--- src/rtl/instr_encoder_loader_if.sv ---
// Field-bundle handshake between a program source and the encoder/loader.
// The source presents one symbolic instruction per beat; the loader
// consumes it when in_valid and in_ready are both high.
interface instr_encoder_loader_if;
   logic        in_valid;
   logic        in_ready;
   logic [2:0]  op_class;
   logic [3:0]  alu_op;
   logic [4:0]  rd;
   logic [4:0]  rs1;
   logic [4:0]  rs2;
   logic [12:0] imm;

   modport master (
      output in_valid, op_class, alu_op, rd, rs1, rs2, imm,
      input  in_ready
   );

   modport slave (
      input  in_valid, op_class, alu_op, rd, rs1, rs2, imm,
      output in_ready
   );
endinterface

--- src/rtl/instr_encoder_loader.sv ---
// Instruction encoder and loader: turns symbolic instruction fields into
// RV32I machine words (add/sub/and/or, addi/slli, lw, sw, beq) and writes
// them to consecutive instruction-memory words. A start/finish framed FSM
// delimits each program load; illegal bundles are consumed but flagged.
module instr_encoder_loader #(
   parameter int          DEPTH     = 64,
   parameter logic [31:0] BASE_ADDR = 32'h0000_0000,
   parameter int          CNT_W     = $clog2(DEPTH + 1)
) (
   input  logic                 clk,
   input  logic                 reset,
   input  logic                 start,
   input  logic                 finish,
   instr_encoder_loader_if.slave bus,
   output logic                 wr_en,
   output logic [31:0]          wr_addr,
   output logic [31:0]          wr_data,
   output logic [CNT_W-1:0]     count,
   output logic                 full,
   output logic                 err,
   output logic                 done
);

   typedef enum logic [1:0] {
      IDLE,
      LOAD,
      DONE
   } state_t;

   localparam logic [CNT_W-1:0] DEPTH_C = CNT_W'(DEPTH);

   localparam logic [3:0] ALU_AND = 4'b0000;
   localparam logic [3:0] ALU_OR  = 4'b0001;
   localparam logic [3:0] ALU_ADD = 4'b0010;
   localparam logic [3:0] ALU_SUB = 4'b0110;
   localparam logic [3:0] ALU_SLL = 4'b1100;

   localparam logic [6:0] OPC_R = 7'b0110011;
   localparam logic [6:0] OPC_I = 7'b0010011;
   localparam logic [6:0] OPC_L = 7'b0000011;
   localparam logic [6:0] OPC_S = 7'b0100011;
   localparam logic [6:0] OPC_B = 7'b1100011;

   state_t      state;
   state_t      state_next;
   logic        load_clear;
   logic        accept;
   logic        legal;
   logic [31:0] encoded;

   // Next-state logic and state-derived outputs; a new load clears the
   // pointer and error flag, and finish takes priority over start in LOAD.
   always_comb begin
      state_next   = state;
      load_clear   = 1'b0;
      bus.in_ready = 1'b0;
      done         = 1'b0;
      case (state)
         IDLE: begin
            if (start) begin
               state_next = LOAD;
               load_clear = 1'b1;
            end
         end
         LOAD: begin
            bus.in_ready = (count < DEPTH_C);
            if (finish) begin
               state_next = DONE;
            end
         end
         DONE: begin
            done = 1'b1;
            if (start) begin
               state_next = LOAD;
               load_clear = 1'b1;
            end
         end
         default: begin
            state_next = IDLE;
         end
      endcase
   end

   assign accept = bus.in_valid && bus.in_ready;
   assign full   = (count == DEPTH_C);

   // Legality check and field packing for every supported instruction form.
   always_comb begin
      legal   = 1'b0;
      encoded = 32'h0;
      case (bus.op_class)
         3'd0: begin
            case (bus.alu_op)
               ALU_AND: begin
                  legal   = 1'b1;
                  encoded = {7'b0000000, bus.rs2, bus.rs1, 3'b111, bus.rd, OPC_R};
               end
               ALU_OR: begin
                  legal   = 1'b1;
                  encoded = {7'b0000000, bus.rs2, bus.rs1, 3'b110, bus.rd, OPC_R};
               end
               ALU_ADD: begin
                  legal   = 1'b1;
                  encoded = {7'b0000000, bus.rs2, bus.rs1, 3'b000, bus.rd, OPC_R};
               end
               ALU_SUB: begin
                  legal   = 1'b1;
                  encoded = {7'b0100000, bus.rs2, bus.rs1, 3'b000, bus.rd, OPC_R};
               end
               default: begin
                  legal = 1'b0;
               end
            endcase
         end
         3'd1: begin
            if (bus.alu_op == ALU_ADD) begin
               legal   = 1'b1;
               encoded = {bus.imm[11:0], bus.rs1, 3'b000, bus.rd, OPC_I};
            end else if (bus.alu_op == ALU_SLL && bus.imm[11:5] == 7'd0) begin
               legal   = 1'b1;
               encoded = {7'b0000000, bus.imm[4:0], bus.rs1, 3'b001, bus.rd, OPC_I};
            end
         end
         3'd2: begin
            legal   = (bus.alu_op == ALU_ADD);
            encoded = {bus.imm[11:0], bus.rs1, 3'b010, bus.rd, OPC_L};
         end
         3'd3: begin
            legal   = (bus.alu_op == ALU_ADD);
            encoded = {bus.imm[11:5], bus.rs2, bus.rs1, 3'b010, bus.imm[4:0], OPC_S};
         end
         3'd4: begin
            legal   = (bus.alu_op == ALU_SUB) && !bus.imm[0];
            encoded = {bus.imm[12], bus.imm[10:5], bus.rs2, bus.rs1, 3'b000,
                       bus.imm[4:1], bus.imm[11], OPC_B};
         end
         default: begin
            legal = 1'b0;
         end
      endcase
   end

   // State register, one-cycle write strobe, word pointer and sticky error;
   // reset drops any write that was about to be presented.
   always_ff @(posedge clk) begin
      if (reset) begin
         state   <= IDLE;
         wr_en   <= 1'b0;
         wr_addr <= BASE_ADDR;
         wr_data <= 32'h0;
         count   <= '0;
         err     <= 1'b0;
      end else begin
         state <= state_next;
         wr_en <= accept && legal;
         if (accept && legal) begin
            wr_addr <= BASE_ADDR + (32'(count) << 2);
            wr_data <= encoded;
            count   <= count + CNT_W'(1);
         end
         if (accept && !legal) begin
            err <= 1'b1;
         end
         if (load_clear) begin
            count <= '0;
            err   <= 1'b0;
         end
      end
   end

endmodule
--- src/flat_wrapper.sv ---
// flat-port wrapper written by rule: the top's interface ports become plain ports
module instr_encoder_loader_flat 
#(
   parameter int          DEPTH     = 64,
   parameter logic [31:0] BASE_ADDR = 32'h0000_0000,
   parameter int          CNT_W     = $clog2(DEPTH + 1)
)
  (clk, reset, start, finish, wr_en, wr_addr, wr_data, count, full, err, done, bus_in_valid, bus_op_class, bus_alu_op, bus_rd, bus_rs1, bus_rs2, bus_imm, bus_in_ready);
  instr_encoder_loader_if bus_i ();
  input  logic clk;
  input  logic reset;
  input  logic start;
  input  logic finish;
  output logic wr_en;
  output logic [31:0] wr_addr;
  output logic [31:0] wr_data;
  output logic [CNT_W-1:0] count;
  output logic full;
  output logic err;
  output logic done;
  input wire logic [$bits(bus_i.in_valid)-1:0] bus_in_valid;
  input wire logic [$bits(bus_i.op_class)-1:0] bus_op_class;
  input wire logic [$bits(bus_i.alu_op)-1:0] bus_alu_op;
  input wire logic [$bits(bus_i.rd)-1:0] bus_rd;
  input wire logic [$bits(bus_i.rs1)-1:0] bus_rs1;
  input wire logic [$bits(bus_i.rs2)-1:0] bus_rs2;
  input wire logic [$bits(bus_i.imm)-1:0] bus_imm;
  output wire logic [$bits(bus_i.in_ready)-1:0] bus_in_ready;
  assign bus_i.in_valid = bus_in_valid;
  assign bus_i.op_class = bus_op_class;
  assign bus_i.alu_op = bus_alu_op;
  assign bus_i.rd = bus_rd;
  assign bus_i.rs1 = bus_rs1;
  assign bus_i.rs2 = bus_rs2;
  assign bus_i.imm = bus_imm;
  assign bus_in_ready = bus_i.in_ready;
  instr_encoder_loader #(.DEPTH(DEPTH), .BASE_ADDR(BASE_ADDR), .CNT_W(CNT_W)) u_core (.clk(clk), .reset(reset), .start(start), .finish(finish), .bus(bus_i), .wr_en(wr_en), .wr_addr(wr_addr), .wr_data(wr_data), .count(count), .full(full), .err(err), .done(done));
endmodule
--- config.mk ---
export PLATFORM = sky130hd
export DESIGN_NAME = instr_encoder_loader_flat
export DESIGN_NICKNAME = d
export VERILOG_FILES = /design/src/rtl/instr_encoder_loader_if.sv /design/src/rtl/instr_encoder_loader.sv /design/src/flat_wrapper.sv
export SDC_FILE = /design/constraint.sdc
export NUM_CORES = 1
export LEC_CHECK = 0
export CORE_UTILIZATION = 30
export CTS_CLUSTER_DIAMETER = 80
export CTS_CLUSTER_SIZE = 12
export DETAILED_ROUTE_END_ITERATION = 10
export HOLD_SLACK_MARGIN = 0.02
export PLACE_DENSITY = 0.71
export RECOVER_POWER = 50
export SYNTH_ARGS = -nofsm -noshare
export SYNTH_HDL_FRONTEND = slang
export SYNTH_SLANG_ARGS = --single-unit
--- constraint.sdc ---
create_clock -name clk -period 3.1 [get_ports clk]
set_clock_uncertainty 0.05 [all_clocks]
set_input_delay 0.62 -clock clk [delete_from_list [all_inputs] [get_ports clk]]
set_output_delay 0.62 -clock clk [all_outputs]
set_load 0.02 [all_outputs]
# Word level (Yosys, flattened, before mapping)
# Index checks and enable logic that the tools add are counted.
# totals
reg_bits	50
input_bits	40
output_inout_bits	76
word_cells	52
# op_classes
addsub	1
magnitude_cmp	1
n_eq_ne	13
n_mux	15
reduce_logical	16
# op_table
cell	count
case mux 32 bit (5 select lines)	1
case mux 31 bit (4 select lines)	1
two-way mux 32 bit	1
two-way mux 25 bit	1
adder 7 x 1 -> 7 bit, second input constant	1
equality test 7 bit, second input constant	1
zero test 7 bit	1
less-than comparator 7 bit, second input constant	1
two-way mux 1 bit	7
equality test 3 x 2 -> 1 bit, second input constant	2
OR reduction 2 bit	3
logical AND 1 bit	5
equality test 4 x 1 -> 1 bit, second input constant	1
equality test 4 x 2 -> 1 bit, second input constant	1
equality test 4 x 3 -> 1 bit, second input constant	1
equality test 4 bit, second input constant	1
zero test 4 bit	1
two-way mux 2 bit	2
case mux 1 bit (4 select lines)	1
case mux 2 bit (2 select lines)	1
OR reduction 4 bit	1
equality test 3 x 1 -> 1 bit, second input constant	1
equality test 3 bit, second input constant	1
zero test 3 bit	1
7 further kinds	8

# Longest topological paths before layout
# depth
ltp_word	7
depth_mapped	8
depth_no_buf	5

# Worst setup path before layout
# Ideal clock, no wire load.
# synth_path
path_type	flip-flop to flip-flop
from	register u_core.count[6]
to	register u_core.wr_data[31]
setup_time_ns	0.132
t_arrival_ns	2.046
path_slack_ns	0.872
stages_incl_launch_ff	8
path_buffers	2
synth_period_minus_slack_ns	2.228
path_cell_list	dfxtp_1 > nor3b_1 > and2_1 > clkbuf_1 > o41ai_4 > buf_6 > a311oi_1 > nor3_2
# synth_between
elab_chain_cells	4
# synth_rtl
element	line	rtl
start: declaration	instr_encoder_loader.sv:18	output logic [CNT_W-1:0] count,
start signal: assignment	instr_encoder_loader.sv:159	count <= count + CNT_W'(1);
less-than comparator 7 bit	instr_encoder_loader.sv:66	bus.in_ready = (count < DEPTH_C);
two-way mux 1 bit	instr_encoder_loader.sv:58	case (state)
named net bus_in_ready	flat_wrapper.sv:28	output wire logic [$bits(bus_i.in_ready)-1:0] bus_in_ready;
logical AND 1 bit	instr_encoder_loader.sv:84	assign accept = bus.in_valid && bus.in_ready;
logical AND 1 bit	instr_encoder_loader.sv:156	if (accept && legal) begin
end signal: assignment	instr_encoder_loader.sv:158	wr_data <= encoded;
end: declaration	instr_encoder_loader.sv:17	output logic [31:0] wr_data,
# The timed path passes the listed nets, and every way through them passes these cells.
# A chain may end at the register's enable or synchronous reset.

# Worst setup path after layout
# layout_path
from	input bus_op_class[1]
to	register u_core.count[3]
# layout_between
elab_chain_cells	4
# layout_rtl
element	line	rtl
start: declaration	flat_wrapper.sv:22	input wire logic [$bits(bus_i.op_class)-1:0] bus_op_class;
equality test 3 x 2 -> 1 bit	instr_encoder_loader.sv:91	case (bus.op_class)
OR reduction 2 bit (no line)	--	
case mux 1 bit (4 select lines) (*)	instr_encoder_loader.sv:91	
logical AND 1 bit (*)	instr_encoder_loader.sv:156	
# Every way passes the cells marked *; elsewhere a longest branch is shown, timed or not.

==> flow_summary.yaml <==
clock_network:
  hold_buffers: 0
  cts_tree: "done"
  ctsResizeCount: 0
  clock_latency_ns: 0.30
  numCtsBuffers: 5
  cts.sinks: 47
  clk_pin_slew_ns: 0.08
  htree_levels: 2
  root_buffer: "clkbuf_8"
  post_cts_buffers: 0
  clock_path_buffers: 2
pwr:
  vdd.ir_drop.worst_mv: 0.1370
  p_leak_nw: 1.378
  swShare_pct: 26.17
  power.density_nw_per_um2: 324.0
  power_switching_w: 0.0002963
  finalPower_w: 0.001132
  pwr-share-clk_pct: 31.4
  pwr-share-comb_pct: 14.7
  p_seq_share_pct: 53.9
  internal-power_w: 0.0008358
logic_synthesis:
  avgSynthCellArea_um2: 8.894
  async_reset_ff_share_pct: 0
  yosys.area.top_type: "dfxtp_1"
  synth-xor-area-share_pct: 0
  synth-main-ff-cell: "dfxtp_1"
  ys_types: 47
  synth_top_family_by_area: "simple AND/OR/NAND/NOR gates"
  netlist_area_um2: 2544
  synthTopCellsByArea: "dfxtp_1, buf_4, a21oi_2, nand2_1, nor2_1"
  synth-compound-area-share_pct: 19.38
  synth-seq-cells: 47
  synthAdderAreaFrac_pct: 0.9838
  synth_warnings: 0
  synthTopCellsByCount: "dfxtp_1, buf_4, nand2_1"
  yosysMostFrequentCell: "dfxtp_1"
  synth_top_area_share_pct: 36.99
  syn_inst: 286
  synth-simple-area-share_pct: 29.61
  seq_area_frac_synth_pct: 36.99
  synth_edf_count: 0
  synthMuxAreaShare_pct: 0
worst_setup_path:
  cp-start-kind: "input port"
  worstSetupEndpointType: "flip-flop"
  worstPathMaxFanout: 37
  worstPathArrival_ns: 2.91
  critPathKind: "input port to flip-flop"
  ff2ff_path_depth: 6
  required_ns: 3.27
final_layout:
  area_delta_synth_final_pct: 37.38
  diodes: 0
  final_area_um2: 3495
  layout-drive-gt1-share_pct: 17.43
  fin_nets: 414
placement:
  dpl-instance-area_um2: 3413
  dp_hpwl_um: 4815
  place.gp.congestion: 0.8535
  portBuffers: 88
timing:
  setup_violations: 0
  whs_ns: 0.4097
  setup_tns_ns: 0
  period_minus_slack_ns: 2.736
  max_clock_freq_mhz: 365.5
  finalHoldViolations: 0
  slew_headroom_pct: 60.21
  fin_crit_sh_pct: 88.26
  worst-slew-pin-transition_ns: 0.5958
  final_max_slew_viol_count: 0
  grt_setup_unrepaired: "no"
routing:
  dr_total_vias: 2292
  drt-initial-drc-count: 90
  wl_per_cell_um: 13.06
  routed_wl_um: 6242
  via_per_inst: 4.795
  drcViolationCount: 0
  ant_nets: 0
  detail_route.first_pass.iterations: 4
worst_hold_path:
  hold_path.class: "flip-flop to flip-flop"
  hold_path_depth: 2
global_route:
  met3_usage_pct: 2.670
  antenna_found_initial: 0
  grt_util_met1_pct: 18.28
  grt_max_degree: 38
  top_usage_layer: "met2"
  overflow: 0
  grt_pass1_vias: 2110
  grtUsageMet2_pct: 25.24
  grt.total_usage_pct: 14.53
  grt_pass1_wl_um: 10150
job:
  max-cap-violations: 0
floorplan:
  die_x_um: 94.08
  die-area_um2: 8851
  row_count: 33
  core_area_um2: 8217
  start_util_pct: 30.96
  die_h_um: 94.08
  io_pins: 116
outcome:
  status: "complete, no violations"
## critical path, stage by stage
cell and delay, ns:
dlygate4sd3_1 0.63, nor3b_1 0.45, and4_1 0.36, o41ai_4 0.12, buf_12 0.20, or3_1 0.37
a21oi_2 0.14
## metrics by stage
stage | worst slack (ns) | util (%) | std cells
after global routing | 0.1818 | 42.53 | 478
after global placement | 0.2289 | 41.54 | 470
after floorplan | 0.8719 | - | 312
final | 0.3639 | 42.53 | 478
after detailed placement | 0.1632 | 41.54 | 470
after CTS | 0.4641 | 42.53 | 478
## logic make-up (layout without fill, tap and decap cells)
group | count (synthesis) | after routing
other cells | 1 | 27
simple gates | 132 | 132
flops | 47 | 47
fa+ha+maj | 2 | 2
compound gates | 56 | 56
buf+inv | 48 | 109
## layout by cell type, fill, tap and decap left out, drive strengths merged, types with 4 or more instances in the layout
master / n
o21ai: 6
a21oi: 24
clkbuf: 7
nand2: 42
nor2: 27
dlygate4sd3: 47
nand2b: 4
nor3: 15
buf: 9
dfxtp: 47
a31o: 5
clkdlybuf4s50: 40
nand4: 4
conb: 27
a221oi: 9
nand3: 4
inv: 5
nor3b: 13
## final timing paths
| check | from | to | slack (ns) |
|---|---|---|---|
| min reg2reg | u_core.wr_data[16] | u_core.wr_data[16] | 0.41 |
| min | u_core.wr_data[16] | u_core.wr_data[16] | 0.41 |
| max reg2reg | u_core.state[0] | u_core.count[3] | 1.15 |
| max | bus_op_class[1] | u_core.count[3] | 0.36 |
## per-layer routing
metal	vias up	part of all wire (%)
met3	4	5.2
met4	0	0.70
met5	-	0
met1	1075	44
met2	87	50
li1	1126	-
## power groups by stage
| stage | registers [W] | clock network (W) | logic [W] |
|---|---|---|---|
| after floorplan | 0.000627 | 0 | 0.000108 |
| after detailed placement | 0.000624 | 0 | 0.000167 |
| after CTS | 0.000610 | 0.000371 | 0.000168 |
| final | 0.000610 | 0.000356 | 0.000167 |
| after global placement | 0.000624 | 0 | 0.000167 |
| after global routing | 0.000611 | 0.000394 | 0.000182 |
## final cells by class
| class | count | area (um2) |
|---|---|---|
| Fill cell | 816 | 4722 |
| Multi-Input combinational cell | 217 | 1374 |
| Timing Repair Buffer | 96 | 948.4 |
| Sequential cell | 47 | 940.9 |
| Tap cell | 105 | 131.4 |
| Clock buffer | 7 | 76.32 |
| Inverter | 5 | 18.77 |
| Clock inverter | 1 | 5.005 |
## flip-flops by register name, summed over array words and instances, names as in the netlist
signal,flops
u_core.count,7
u_core.wr_data,29
u_core.err,1
u_core.wr_addr,7
u_core.wr_en,1
u_core.state,2
Power figures use the tool's default switching activity.
